**src/rtl/ct_idu_id_split_fence_seq_pkg.sv**
```systemverilog
// Shared constants and state encoding for the ID-stage split/fence sequencer.
// Default geometry matches a 3-wide decode with 3-uop AMO expansion.
package ct_idu_seq_pkg;

    localparam int unsigned LANES      = 3;
    localparam int unsigned SPLIT_UOPS = 3;
    localparam int unsigned IDX_W      = 2;
    localparam int unsigned INST_W     = 32;

    // Fence-type bit positions in the per-lane 3-bit type field
    localparam int unsigned FT_BAR  = 0;
    localparam int unsigned FT_CP0  = 1;
    localparam int unsigned FT_CSRX = 2;

    // CP0/csrxchg fences keep younger lanes parked until the backend drains again
    localparam logic [2:0] FT_HOLD_MASK = (3'b1 << FT_CP0) | (3'b1 << FT_CSRX);

    localparam logic [1:0] ST_RUN   = 2'd0;
    localparam logic [1:0] ST_FWAIT = 2'd1;
    localparam logic [1:0] ST_FPOST = 2'd2;

    typedef enum logic [1:0] {
        RUN   = ST_RUN,
        FWAIT = ST_FWAIT,
        FPOST = ST_FPOST
    } seq_state_e;

endpackage

```
**src/rtl/ct_idu_id_split_fence_seq_if.sv**
```systemverilog
// Decoder-to-sequencer-to-IR signal bundle; the sequencer is the slave side.
interface ct_idu_id_split_fence_seq_if
    import ct_idu_seq_pkg::*;
#(
    parameter int unsigned LANES  = ct_idu_seq_pkg::LANES,
    parameter int unsigned IDX_W  = ct_idu_seq_pkg::IDX_W,
    parameter int unsigned INST_W = ct_idu_seq_pkg::INST_W
) ();

    logic                      id_bundle_vld;
    logic [LANES-1:0]          id_lane_vld;
    logic [LANES*INST_W-1:0]   id_inst;
    logic [LANES-1:0]          id_split;
    logic [LANES-1:0]          id_fence;
    logic [LANES*3-1:0]        id_fence_type;
    logic                      seq_id_ready;
    logic [LANES-1:0]          seq_ir_vld;
    logic [LANES*INST_W-1:0]   seq_ir_inst;
    logic [LANES*IDX_W-1:0]    seq_ir_split_idx;
    logic [LANES-1:0]          seq_ir_split_last;
    logic [LANES-1:0]          seq_ir_fence;
    logic                      ir_seq_stall;
    logic                      rtu_idu_pipe_empty;
    logic                      rtu_idu_flush;
    logic                      seq_fence_busy;

    modport master (
        output id_bundle_vld, id_lane_vld, id_inst, id_split, id_fence, id_fence_type,
        output ir_seq_stall, rtu_idu_pipe_empty, rtu_idu_flush,
        input  seq_id_ready, seq_ir_vld, seq_ir_inst, seq_ir_split_idx,
        input  seq_ir_split_last, seq_ir_fence, seq_fence_busy
    );

    modport slave (
        input  id_bundle_vld, id_lane_vld, id_inst, id_split, id_fence, id_fence_type,
        input  ir_seq_stall, rtu_idu_pipe_empty, rtu_idu_flush,
        output seq_id_ready, seq_ir_vld, seq_ir_inst, seq_ir_split_idx,
        output seq_ir_split_last, seq_ir_fence, seq_fence_busy
    );

endinterface

```
**src/rtl/ct_idu_id_split_fence_seq_lane_pick.sv**
```systemverilog
// Finds the first split/fence lane at or above ptr and shifts lanes ptr.. down to lane 0,
// keeping only the plain lanes that precede that special lane.
module ct_idu_seq_lane_pick #(
    parameter int unsigned LANES  = 3,
    parameter int unsigned INST_W = 32,
    parameter int unsigned PTR_W  = 2
) (
    input  logic [LANES-1:0]        lane_vld,
    input  logic [LANES-1:0]        special,
    input  logic [PTR_W-1:0]        ptr,
    input  logic [LANES*INST_W-1:0] inst,
    output logic                    found,
    output logic [PTR_W-1:0]        k,
    output logic [LANES-1:0]        cmp_vld,
    output logic [LANES*INST_W-1:0] cmp_inst
);

    logic [LANES-1:0] cand;
    logic [LANES-1:0] vld_sh;
    logic [PTR_W-1:0] lim;

    assign cand     = lane_vld & special & ({LANES{1'b1}} << ptr);
    assign vld_sh   = lane_vld >> ptr;
    assign cmp_inst = inst >> (ptr * INST_W);

    always_comb begin
        found = 1'b0;
        k     = '0;
        for (int unsigned i = 0; i < LANES; i++) begin
            if (!found && cand[i]) begin
                found = 1'b1;
                k     = PTR_W'(i);
            end
        end
    end

    // Emission stops just short of the special lane; without one, everything left goes
    always_comb begin
        lim = found ? (k - ptr) : PTR_W'(LANES);
        for (int unsigned j = 0; j < LANES; j++) begin
            cmp_vld[j] = vld_sh[j] && (PTR_W'(j) < lim);
        end
    end

endmodule

```
**src/rtl/ct_idu_id_split_fence_seq.sv**
```systemverilog
// ID-stage sequencer: holds one decoded bundle and releases it in order, expanding
// split-long instructions into uops and serialising fences against pipeline drain.
module ct_idu_id_split_fence_seq
    import ct_idu_seq_pkg::*;
#(
    parameter int unsigned LANES      = ct_idu_seq_pkg::LANES,
    parameter int unsigned SPLIT_UOPS = ct_idu_seq_pkg::SPLIT_UOPS,
    parameter int unsigned IDX_W      = ct_idu_seq_pkg::IDX_W,
    parameter int unsigned INST_W     = ct_idu_seq_pkg::INST_W
) (
    input  logic                          forever_cpuclk,
    input  logic                          cpurst,
    ct_idu_id_split_fence_seq_if.slave    seq_if
);

    localparam int unsigned PTR_W = $clog2(LANES + 1);

    logic                      held_vld;
    logic [LANES-1:0]          h_lane_vld;
    logic [LANES*INST_W-1:0]   h_inst;
    logic [LANES-1:0]          h_split;
    logic [LANES-1:0]          h_fence;
    logic [LANES*3-1:0]        h_ftype;
    logic [PTR_W-1:0]          ptr;
    logic [IDX_W-1:0]          idx;
    seq_state_e                state;
    logic                      fpost_first;

    logic                      found;
    logic [PTR_W-1:0]          k;
    logic [LANES-1:0]          cmp_vld;
    logic [LANES*INST_W-1:0]   cmp_inst;

    logic                      cur_split;
    logic                      cur_fence;
    logic                      nxt_lane_vld;
    logic [2:0]                cur_ftype;
    logic                      out_en;
    logic                      accept;

    logic [LANES-1:0]          emit_vld;
    logic [IDX_W-1:0]          emit_idx;
    logic [LANES-1:0]          emit_last;
    logic                      emit_fence;
    logic                      step;
    logic                      nxt_held;
    logic [PTR_W-1:0]          nxt_ptr;
    logic [IDX_W-1:0]          nxt_idx;
    seq_state_e                nxt_state;
    logic                      nxt_fpost_first;

    ct_idu_seq_lane_pick #(
        .LANES  (LANES),
        .INST_W (INST_W),
        .PTR_W  (PTR_W)
    ) u_lane_pick (
        .lane_vld (h_lane_vld),
        .special  (h_split | h_fence),
        .ptr      (ptr),
        .inst     (h_inst),
        .found    (found),
        .k        (k),
        .cmp_vld  (cmp_vld),
        .cmp_inst (cmp_inst)
    );

    assign cur_split    = |(h_split & h_lane_vld & (LANES'(1) << ptr));
    assign cur_fence    = |(h_fence & h_lane_vld & (LANES'(1) << ptr));
    assign nxt_lane_vld = |(h_lane_vld & (LANES'(1) << (ptr + PTR_W'(1))));

    always_comb begin
        cur_ftype = '0;
        for (int unsigned i = 0; i < LANES; i++) begin
            if (PTR_W'(i) == ptr) cur_ftype = h_ftype[i*3 +: 3];
        end
    end

    always_comb begin
        emit_vld        = '0;
        emit_idx        = '0;
        emit_last       = '0;
        emit_fence      = 1'b0;
        step            = 1'b0;
        nxt_held        = held_vld;
        nxt_ptr         = ptr;
        nxt_idx         = idx;
        nxt_state       = state;
        nxt_fpost_first = 1'b0;
        if (held_vld) begin
            case (state)
                RUN: begin
                    if (cur_fence) begin
                        nxt_state = FWAIT;
                    end else if (cur_split) begin
                        emit_vld = LANES'(1);
                        emit_idx = idx;
                        if (idx == IDX_W'(SPLIT_UOPS - 1)) begin
                            emit_last = LANES'(1);
                            nxt_idx   = '0;
                            step      = 1'b1;
                        end else begin
                            nxt_idx = idx + IDX_W'(1);
                        end
                    end else if (found) begin
                        emit_vld  = cmp_vld;
                        emit_last = cmp_vld;
                        nxt_ptr   = k;
                    end else begin
                        emit_vld  = cmp_vld;
                        emit_last = cmp_vld;
                        nxt_held  = 1'b0;
                        nxt_ptr   = '0;
                    end
                end
                FWAIT: begin
                    if (seq_if.rtu_idu_pipe_empty) begin
                        emit_vld   = LANES'(1);
                        emit_last  = LANES'(1);
                        emit_fence = 1'b1;
                        if (|(cur_ftype & FT_HOLD_MASK)) begin
                            nxt_state       = FPOST;
                            nxt_fpost_first = 1'b1;
                        end else begin
                            nxt_state = RUN;
                            step      = 1'b1;
                        end
                    end
                end
                FPOST: begin
                    // The drain seen in the fence's own issue cycle is stale, so skip one cycle
                    if (!fpost_first && seq_if.rtu_idu_pipe_empty) begin
                        nxt_state = RUN;
                        step      = 1'b1;
                    end
                end
                default: nxt_state = RUN;
            endcase
        end
        if (step) begin
            if (nxt_lane_vld) begin
                nxt_ptr = ptr + PTR_W'(1);
            end else begin
                nxt_ptr  = '0;
                nxt_held = 1'b0;
            end
        end
    end

    assign out_en = !cpurst && !seq_if.rtu_idu_flush;
    assign seq_if.seq_id_ready   = out_en && !held_vld;
    assign accept                = seq_if.id_bundle_vld && seq_if.seq_id_ready;
    assign seq_if.seq_fence_busy = !cpurst && (state == FWAIT || state == FPOST);

    always_comb begin
        seq_if.seq_ir_vld        = out_en ? emit_vld : '0;
        seq_if.seq_ir_split_last = out_en ? emit_last : '0;
        seq_if.seq_ir_fence      = (out_en && emit_fence) ? LANES'(1) : '0;
        seq_if.seq_ir_split_idx  = out_en ? (LANES*IDX_W)'(emit_idx) : '0;
        for (int unsigned j = 0; j < LANES; j++) begin
            seq_if.seq_ir_inst[j*INST_W +: INST_W] =
                (out_en && emit_vld[j]) ? cmp_inst[j*INST_W +: INST_W] : '0;
        end
    end

    always_ff @(posedge forever_cpuclk) begin
        if (cpurst) begin
            held_vld    <= 1'b0;
            ptr         <= '0;
            idx         <= '0;
            state       <= RUN;
            fpost_first <= 1'b0;
            h_lane_vld  <= '0;
            h_inst      <= '0;
            h_split     <= '0;
            h_fence     <= '0;
            h_ftype     <= '0;
        end else if (seq_if.rtu_idu_flush) begin
            held_vld    <= 1'b0;
            ptr         <= '0;
            idx         <= '0;
            state       <= RUN;
            fpost_first <= 1'b0;
        end else begin
            if (!seq_if.ir_seq_stall) begin
                held_vld    <= nxt_held;
                ptr         <= nxt_ptr;
                idx         <= nxt_idx;
                state       <= nxt_state;
                fpost_first <= nxt_fpost_first;
            end
            if (accept) begin
                held_vld   <= 1'b1;
                ptr        <= '0;
                idx        <= '0;
                h_lane_vld <= seq_if.id_lane_vld;
                h_inst     <= seq_if.id_inst;
                h_split    <= seq_if.id_split;
                h_fence    <= seq_if.id_fence;
                h_ftype    <= seq_if.id_fence_type;
            end
        end
    end

endmodule

```
**src/flat_wrapper.sv**
```systemverilog
// flat-port wrapper written by rule: the top's interface ports become plain ports
module ct_idu_id_split_fence_seq_flat import ct_idu_seq_pkg::*;
#(
    parameter int unsigned LANES      = ct_idu_seq_pkg::LANES,
    parameter int unsigned SPLIT_UOPS = ct_idu_seq_pkg::SPLIT_UOPS,
    parameter int unsigned IDX_W      = ct_idu_seq_pkg::IDX_W,
    parameter int unsigned INST_W     = ct_idu_seq_pkg::INST_W
)
  (forever_cpuclk, cpurst, seq_if_id_bundle_vld, seq_if_id_lane_vld, seq_if_id_inst, seq_if_id_split, seq_if_id_fence, seq_if_id_fence_type, seq_if_ir_seq_stall, seq_if_rtu_idu_pipe_empty, seq_if_rtu_idu_flush, seq_if_seq_id_ready, seq_if_seq_ir_vld, seq_if_seq_ir_inst, seq_if_seq_ir_split_idx, seq_if_seq_ir_split_last, seq_if_seq_ir_fence, seq_if_seq_fence_busy);
  ct_idu_id_split_fence_seq_if #(.LANES(LANES), .IDX_W(IDX_W), .INST_W(INST_W)) seq_if_i ();
  input  logic forever_cpuclk;
  input  logic cpurst;
  input wire logic [$bits(seq_if_i.id_bundle_vld)-1:0] seq_if_id_bundle_vld;
  input wire logic [$bits(seq_if_i.id_lane_vld)-1:0] seq_if_id_lane_vld;
  input wire logic [$bits(seq_if_i.id_inst)-1:0] seq_if_id_inst;
  input wire logic [$bits(seq_if_i.id_split)-1:0] seq_if_id_split;
  input wire logic [$bits(seq_if_i.id_fence)-1:0] seq_if_id_fence;
  input wire logic [$bits(seq_if_i.id_fence_type)-1:0] seq_if_id_fence_type;
  input wire logic [$bits(seq_if_i.ir_seq_stall)-1:0] seq_if_ir_seq_stall;
  input wire logic [$bits(seq_if_i.rtu_idu_pipe_empty)-1:0] seq_if_rtu_idu_pipe_empty;
  input wire logic [$bits(seq_if_i.rtu_idu_flush)-1:0] seq_if_rtu_idu_flush;
  output wire logic [$bits(seq_if_i.seq_id_ready)-1:0] seq_if_seq_id_ready;
  output wire logic [$bits(seq_if_i.seq_ir_vld)-1:0] seq_if_seq_ir_vld;
  output wire logic [$bits(seq_if_i.seq_ir_inst)-1:0] seq_if_seq_ir_inst;
  output wire logic [$bits(seq_if_i.seq_ir_split_idx)-1:0] seq_if_seq_ir_split_idx;
  output wire logic [$bits(seq_if_i.seq_ir_split_last)-1:0] seq_if_seq_ir_split_last;
  output wire logic [$bits(seq_if_i.seq_ir_fence)-1:0] seq_if_seq_ir_fence;
  output wire logic [$bits(seq_if_i.seq_fence_busy)-1:0] seq_if_seq_fence_busy;
  assign seq_if_i.id_bundle_vld = seq_if_id_bundle_vld;
  assign seq_if_i.id_lane_vld = seq_if_id_lane_vld;
  assign seq_if_i.id_inst = seq_if_id_inst;
  assign seq_if_i.id_split = seq_if_id_split;
  assign seq_if_i.id_fence = seq_if_id_fence;
  assign seq_if_i.id_fence_type = seq_if_id_fence_type;
  assign seq_if_i.ir_seq_stall = seq_if_ir_seq_stall;
  assign seq_if_i.rtu_idu_pipe_empty = seq_if_rtu_idu_pipe_empty;
  assign seq_if_i.rtu_idu_flush = seq_if_rtu_idu_flush;
  assign seq_if_seq_id_ready = seq_if_i.seq_id_ready;
  assign seq_if_seq_ir_vld = seq_if_i.seq_ir_vld;
  assign seq_if_seq_ir_inst = seq_if_i.seq_ir_inst;
  assign seq_if_seq_ir_split_idx = seq_if_i.seq_ir_split_idx;
  assign seq_if_seq_ir_split_last = seq_if_i.seq_ir_split_last;
  assign seq_if_seq_ir_fence = seq_if_i.seq_ir_fence;
  assign seq_if_seq_fence_busy = seq_if_i.seq_fence_busy;
  ct_idu_id_split_fence_seq #(.LANES(LANES), .SPLIT_UOPS(SPLIT_UOPS), .IDX_W(IDX_W), .INST_W(INST_W)) u_core (.forever_cpuclk(forever_cpuclk), .cpurst(cpurst), .seq_if(seq_if_i));
endmodule
```
**config.mk**
```make
export PLATFORM = sky130hd
export DESIGN_NAME = ct_idu_id_split_fence_seq_flat
export DESIGN_NICKNAME = d
export VERILOG_FILES = /design/src/rtl/ct_idu_id_split_fence_seq_pkg.sv /design/src/rtl/ct_idu_id_split_fence_seq_if.sv /design/src/rtl/ct_idu_id_split_fence_seq_lane_pick.sv /design/src/rtl/ct_idu_id_split_fence_seq.sv /design/src/flat_wrapper.sv
export SDC_FILE = /design/constraint.sdc
export NUM_CORES = 1
export LEC_CHECK = 0
export BUFFER_PORTS_ARGS = -buffer_cell sky130_fd_sc_hd__buf_4
export CORE_UTILIZATION = 45
export CTS_BUF_LIST = sky130_fd_sc_hd__clkbuf_4
export DETAILED_ROUTE_END_ITERATION = 6
export GPL_TIMING_DRIVEN = 1
export MAX_ROUTING_LAYER = met4
export PLACE_DENSITY = 0.74
export SYNTH_ARGS = -nofsm -noshare
export SYNTH_HDL_FRONTEND = slang
export SYNTH_SLANG_ARGS = --single-unit
```
**constraint.sdc**
```tcl
create_clock -name forever_cpuclk -period 8.7 [get_ports forever_cpuclk]
set_clock_uncertainty 0.15 [all_clocks]
set_input_delay 0.435 -clock forever_cpuclk [delete_from_list [all_inputs] [get_ports forever_cpuclk]]
set_output_delay 0.435 -clock forever_cpuclk [all_outputs]
set_load 0.02 [all_outputs]
```
==> reports/results.tsv, run 1 <==
metric	value	unit
DIE WIDTH	120.7	microns
footprint of the multi-input gates	3610	sq um
CTS sink cnt	119	
wire per inst	16.44	microns
Power Total	1083	uW
Post-DP HPWL	13190	microns
period utilisation layout	72.90	%
peak supply drop	93.10	uV
Initial Utilization	46.92	%
top cells by instance count after synthesis	229 x nand2_1, 128 x a21oi_1, 119 x dfxtp_1	
area added between synthesis and finish	46.81	%
most numerous cell in the Yosys netlist	nand2_1	
vias post-DR	7199	
reg2reg start	u_core.ptr[0]	
post-route minimum period	6.342	ns
total clock buffers created by CTS	17	
FF+latch area	2387	sq um
WL final	22100	microns
first-pass GRT wire length	33720	microns
CTS max path bufs	2	
Finished Layout Cells	1344	
Worst Hold Depth	3	
cells along the critical path	inv_1 > ha_1 > o211ai_1 > or3b_2 > ha_1 > xor2_1 > mux2i_2 > or4_4 > a2111oi_4 > buf_4 > and2_2 > buf_4	
layout cell share with drive strength beyond 1	24.70	%
Yosys reg bits	119	
Most used DFF post-synth	dfxtp_1	
R2R depth	8	
largest incremental delay on the critical path	0.94	ns
clock root buffer	clkbuf_4	
die area	14560	sq um
max_cap viols	0	
Core ar.	13510	sq um
1st-pass router iterations	5	
grt ovf	0	
synthesized area per cell	7.326	sq um
total global routing track utilization	30.93	%
worst setup margin	2.358	ns
final hold vios	0	
outcome	finished, final reports clean	
post-route antenna net violation count	0	
async set-or-reset flop fraction in the synthesized netlist	0	%
Nets	1287	
Place WS	2.937	ns
Cell variety after synth	52	
Top-Level Pins	233	
fin. max-slew vios	0	
crit end category	primary output	
unrepaired setup endpoints after global routing	no	
initial antenna violation count	2	
CTS tree	done	
post-synthesis cell area	6337	sq um
vias in the first global route	6570	
Req. time, crit path	8.12	ns
critical path startpoint category	register	
Synth top area share	37.59	%
Vias per Instance	5.356	
H-tree levels	4	
post-synthesis sequential area ratio	37.59	%
flop-to-flop setup slack	5.27	ns
worst min path class	in2reg	
crit path DAT	5.76	ns
final hold slack	0.04996	ns
FILL cells	1092	
WS Path Type	reg2out	
DR iter-0 viols	593	
row count	42	
worst skew pair latency	0.54	ns
CTS clk-pin slew, worst paths	0.10	ns
Mapped Cells	865	
largest cells by area after synthesis	dfxtp_1 38%, nand2_1 14%, mux2i_1 11%, a21oi_1 10%, nor2_1 6.5%	
Max Fclk	157.7	MHz
setup TNS	0	ns
worst-path maximum fanout	33	
number of synthesized flops with an enable pin	0	
pin slew with the least headroom to its limit	1.219	ns
Inst Count DP	1203	
post-synth top area cell	dfxtp_1	
P per Cell Area	116.4	nW/um^2
Synth warnings	0	
port bufs	223	
Final setup viols	0	
leak pwr	0.003655	uW
DRC	0	
die extent in y	120.7	microns
largest net degree at the start of global routing	113	
hold path start	seq_if_id_inst[10]	
Slew HR	18.45	%
crit path launch	u_core.ptr[0]	
crit path max-delay cell type	a2111oi_4	
gpl congestion	0.9021	
==> cell usage in the layout, fill, tap and decap left out, types with 6 or more instances in the layout <==
cell	count
a31oi_1	21
nand2b_1	6
clkbuf_4	23
dlygate4sd3_1	110
a21oi_1	128
dfxtp_1	117
o21ai_0	6
buf_4	230
nor2_1	109
nand2_1	228
and2_2	12
inv_1	7
ha_1	11
conb_1	6
nand3_1	7
and2_1	21
nor3_1	6
mux2i_1	68
==> state kept, by name, summed over array words and instances, names as in the netlist <==
signal,flops
u_core.h_inst,96
u_core.h_ftype,6
u_core.h_fence,3
u_core.h_lane_vld,3
u_core.h_split,3
u_core.idx,2
u_core.ptr,2
u_core.state,2
u_core.fpost_first,1
u_core.held_vld,1
==> logic make-up (layout without fill, tap and decap cells) <==
family / count (synthesis) / count (layout) / share of synthesized area, %
other: 1 / 8 / 0.05917
adder cells (fa/ha/maj): 11 / 11 / 2.172
flip-flops: 119 / 119 / 37.59
multiplexers: 69 / 69 / 10.96
AND/OR/NAND/NOR: 408 / 408 / 27.33
buffers and inverters: 80 / 376 / 5.943
AO/OA/AOI/OAI: 176 / 176 / 15.81
XOR/XNOR: 1 / 1 / 0.1382
==> stage by stage <==
step	cell area, sq um	utilization [%]
after detailed placement	7970	59.01
final	9304	68.89
after floorplan	6356	-
after global routing	9304	68.89
after global placement	7970	59.01
after CTS	9299	68.85
==> power by group <==
group,internal (uW),leakage (uW),switching (uW)
logic,87.7,0.00256,68.1
registers,561,0.000967,16.1
clock network,153,0.000131,197
==> repair_timing <==
action,in CTS,in global routing
hold endpoints to repair,111,0
gates resized for setup,0,0
setup buffers,0,0
hold buffers,110,0
==> final timing paths <==
kind | endpoint
worst min-delay path | u_core.h_inst[10]
worst max-delay path | seq_if_seq_ir_inst[64]
worst max register to register | u_core.ptr[0]
worst min register to register | u_core.h_inst[22]
==> critical path, delay by kind of cell (launching register included) <==
family / cells / cell delay (ns)
xor gates and xnor gates: 1 / 0.15
DFF: 1 / 0.71
AOI/OAI and AO/OA: 2 / 1.11
and+or+nand+nor: 3 / 1.25
buffers and inverters: 3 / 1.08
adders and majority gates: 2 / 0.69
muxes: 1 / 0.20
==> layer usage <==
layer	track usage (%)	routed length [microns]	up-vias	share of wire [%]
met4	15.66	758	0	3.4
met5	-	0	-	0
met2	49.68	10700	348	48
li1	-	-	3441	-
met1	36.45	9015	3345	41
met3	6.792	1622	65	7.3
==> cell type report <==
class | instances | area share (%)
Tap cell | 176 | 2.367
Inverter | 7 | 0.2824
Timing Repair Buffer | 340 | 30.39
Clock buffer | 23 | 1.856
Sequential cell | 119 | 25.66
Clock inverter | 6 | 0.5917
Multi-Input combinational cell | 671 | 38.80
Antenna cell | 2 | 0.05379
(Power assumes the default switching activity.)
==> run 2, diff against run 1 <==
--- a/config.mk
+++ b/config.mk
@@ -11,7 +11,7 @@
 export DETAILED_ROUTE_END_ITERATION = 6
 export GPL_TIMING_DRIVEN = 1
 export MAX_ROUTING_LAYER = met4
-export PLACE_DENSITY = 0.74
+export PLACE_DENSITY = 0.77
 export SYNTH_ARGS = -nofsm -noshare
 export SYNTH_HDL_FRONTEND = slang
 export SYNTH_SLANG_ARGS = --single-unit
==> constraint.sdc (replaced) <==
create_clock -name forever_cpuclk -period 5.7 [get_ports forever_cpuclk]
set_clock_uncertainty 0.15 [all_clocks]
set_input_delay 0.285 -clock forever_cpuclk [delete_from_list [all_inputs] [get_ports forever_cpuclk]]
set_output_delay 0.285 -clock forever_cpuclk [all_outputs]
set_load 0.02 [all_outputs]
==> run 2 against run 1 <==
Count of clock-buffer cells in the layout is 3 lower. Highest routed layer unchanged. Global-route usage is 0.19 points lower. Total power is 55% higher. Non-clock buffer count is 7 higher. Sequential share of layout area is 0.21 points lower. Die area stayed put. Critical path type unchanged. Cell area is 0.81% higher. Combinational power is 54% higher. Register-to-register slack worse by 3.1 ns. Clock power is 60% higher. Cell count is 0.60% higher.
==> reports/results.tsv, run 2 (synthesis results as in run 1) <==
metric	value	unit	change
vias post-DR	7235		+0.50%
period utilisation layout	87.57	%	
CTS max path bufs	2		unchanged
crit path max-delay cell type	dfxtp_2		
WS Path Type	reg2out		
WL final	21940	microns	-0.70%
peak supply drop	159.4	uV	+71%
Top Layer Used	met4		
leak pwr	0.003693	uW	+1.0%
cells along the critical path	inv_1 > ha_1 > o211ai_1 > or3b_2 > ha_1 > xor2_1 > mux2i_2 > or4_4 > or2_2 > nor2_1 > buf_4		
Initial Utilization	46.92	%	unchanged
Vias per Instance	5.351		about the same
vias in the first global route	6758		+2.9%
layout cell share with drive strength beyond 1	24.57	%	-0.13 points
fin util	69.45	%	+0.56 points
largest incremental delay on the critical path	0.66	ns	-0.28 ns
most common cell after layout, fill and taps aside	buf_4		
top flop regs	u_core.h_inst (96), u_core.h_ftype (6)		
FILL cells	1050		-3.8%
first-pass GRT wire length	33650	microns	-0.20%
DRC	0		unchanged
CTS tree	done		
post-route minimum period	4.991	ns	
wire per inst	16.23	microns	-1.3%
crit end category	primary output		
worst setup margin	0.7087	ns	-1.649 ns
CTS clk-pin slew, worst paths	0.10	ns	about the same
DR iter-0 viols	661		+11%
pin slew with the least headroom to its limit	1.189	ns	-0.02994 ns
Top cell by count, worst path	ha_1		
Req. time, crit path	5.27	ns	-2.85 ns
worst skew pair latency	0.55	ns	about the same
max reg flops	96		unchanged
total clock buffers created by CTS	17		unchanged
Slew HR	20.45	%	+2.0 points
total global routing track utilization	30.74	%	-0.19 points
port bufs	223		unchanged
worst-path maximum fanout	33		unchanged
met3 wire len	1445	microns	-11%
post-route antenna net violation count	0		unchanged
critical path's top delay family	simple AND/OR/NAND/NOR gates		
Post-DP HPWL	13330	microns	+1.0%
P per Cell Area	179.1	nW/um^2	+54%
1st-pass router iterations	7		+2
gpl congestion	0.8727		-3.3%
max_cap viols	0		unchanged
cell area after layout	9379	sq um	+0.81%
crit path DAT	4.56	ns	-1.20 ns
critical path startpoint category	register		
Reg with most FFs	u_core.h_inst		
H-tree levels	4		unchanged
WP buf/inv	2		-1
die area	14560	sq um	unchanged
setup TNS	0	ns	unchanged
fin. max-slew vios	0		unchanged
Max Fclk	200.4	MHz	
grt ovf	0		unchanged
Nets	1294		+0.54%
die extent in y	120.7	microns	unchanged
met2 wire len	10450	microns	-2.4%
clock root buffer	clkbuf_4		
# Post-CTS Setup Buffers	0		unchanged
Place WS	1.328	ns	-1.609 ns
Final setup viols	0		unchanged
commonest non-fill, non-tap cells in the layout	233 x buf_4, 228 x nand2_1, 128 x a21oi_1, 117 x dfxtp_1, 114 x dlygate4sd3_1		
Core ar.	13510	sq um	unchanged
Top-Level Pins	233		unchanged
final hold vios	0		unchanged
largest net degree at the start of global routing	74		-35%
unrepaired setup endpoints after global routing	no		
initial antenna violation count	4		+2
DIE WIDTH	120.7	microns	unchanged
outcome	finished, final reports clean		
CTS sink cnt	119		unchanged
dpl cell area	7993	sq um	+0.28%
area added between synthesis and finish	48.00	%	
worst min path class	in2reg		
M1 WL	9164	microns	+1.7%
row count	42		unchanged
## run 2: cell count changes in the layout (fill, tap and decap cells not counted), sizes merged
| cell | change |
|---|---|
| dlygate4sd3 | +4 |
| clkbuf | -3 |
| clkinvlp | -1 |
| diode | +2 |
| buf | +3 |
| clkinv | +2 |
| bufinv | +1 |
## run 2: where the power goes
group	total (uW)	internal (uW)	switching (uW)	leakage [uW]
clock network	560	258	302	0.000134
logic	241	136	105	0.00259
registers	879	856	23.1	0.000967
## run 2: path summary, 6_finish.rpt
check	from	end	slack, ns	cells past startpoint
min	seq_if_ir_seq_stall	u_core.state[0]	0.06	4
max	u_core.ptr[1]	seq_if_seq_ir_inst[45]	0.71	11
max reg2reg	u_core.ptr[0]	u_core.fpost_first	2.14	8
min reg2reg	u_core.h_inst[13]	u_core.h_inst[13]	0.31	2
## run 2: timing repair
| action | 4_1_cts | 5_1_grt |
|---|---|---|
| hold buffers | 114 | 0 |
| hold endpoints to repair | 117 | 0 |
| resized for setup | 0 | 0 |
## run 2: stage by stage
step                hold WS (ns)  std cells  total power, uW
floorplan                 0.2143        870            984.5
global placement          0.2892       1206             1066
detailed placement        0.2958       1206             1069
CTS                    0.0008399       1348             1683
global route             0.03988       1352             1753
finish                   0.06008       1352             1680
## run 2: layout make-up
class | instances | area (sq um) | share of cell area [%]
clock buffer | 20 | 150.1 | 1.601
antenna | 4 | 10.01 | 0.1067
inverter | 7 | 26.28 | 0.2801
multi-input combinational | 671 | 3610 | 38.49
timing repair buffer | 347 | 2890 | 30.82
clock inverter | 8 | 85.08 | 0.9072
sequential | 119 | 2387 | 25.45
tap | 176 | 220.2 | 2.348
## run 2: routing by layer
layer,track usage [%],vias up
met5,-,-
met4,14.58,0
met3,7.170,78
met2,49.10,313
met1,36.54,3375
li1,-,3469
## run 2: worst min-delay path, cell delays in order
cell	delay [ns]
buf_4	0.09
nor2b_1	0.05
o21ai_0	0.11
o221a_2	0.19
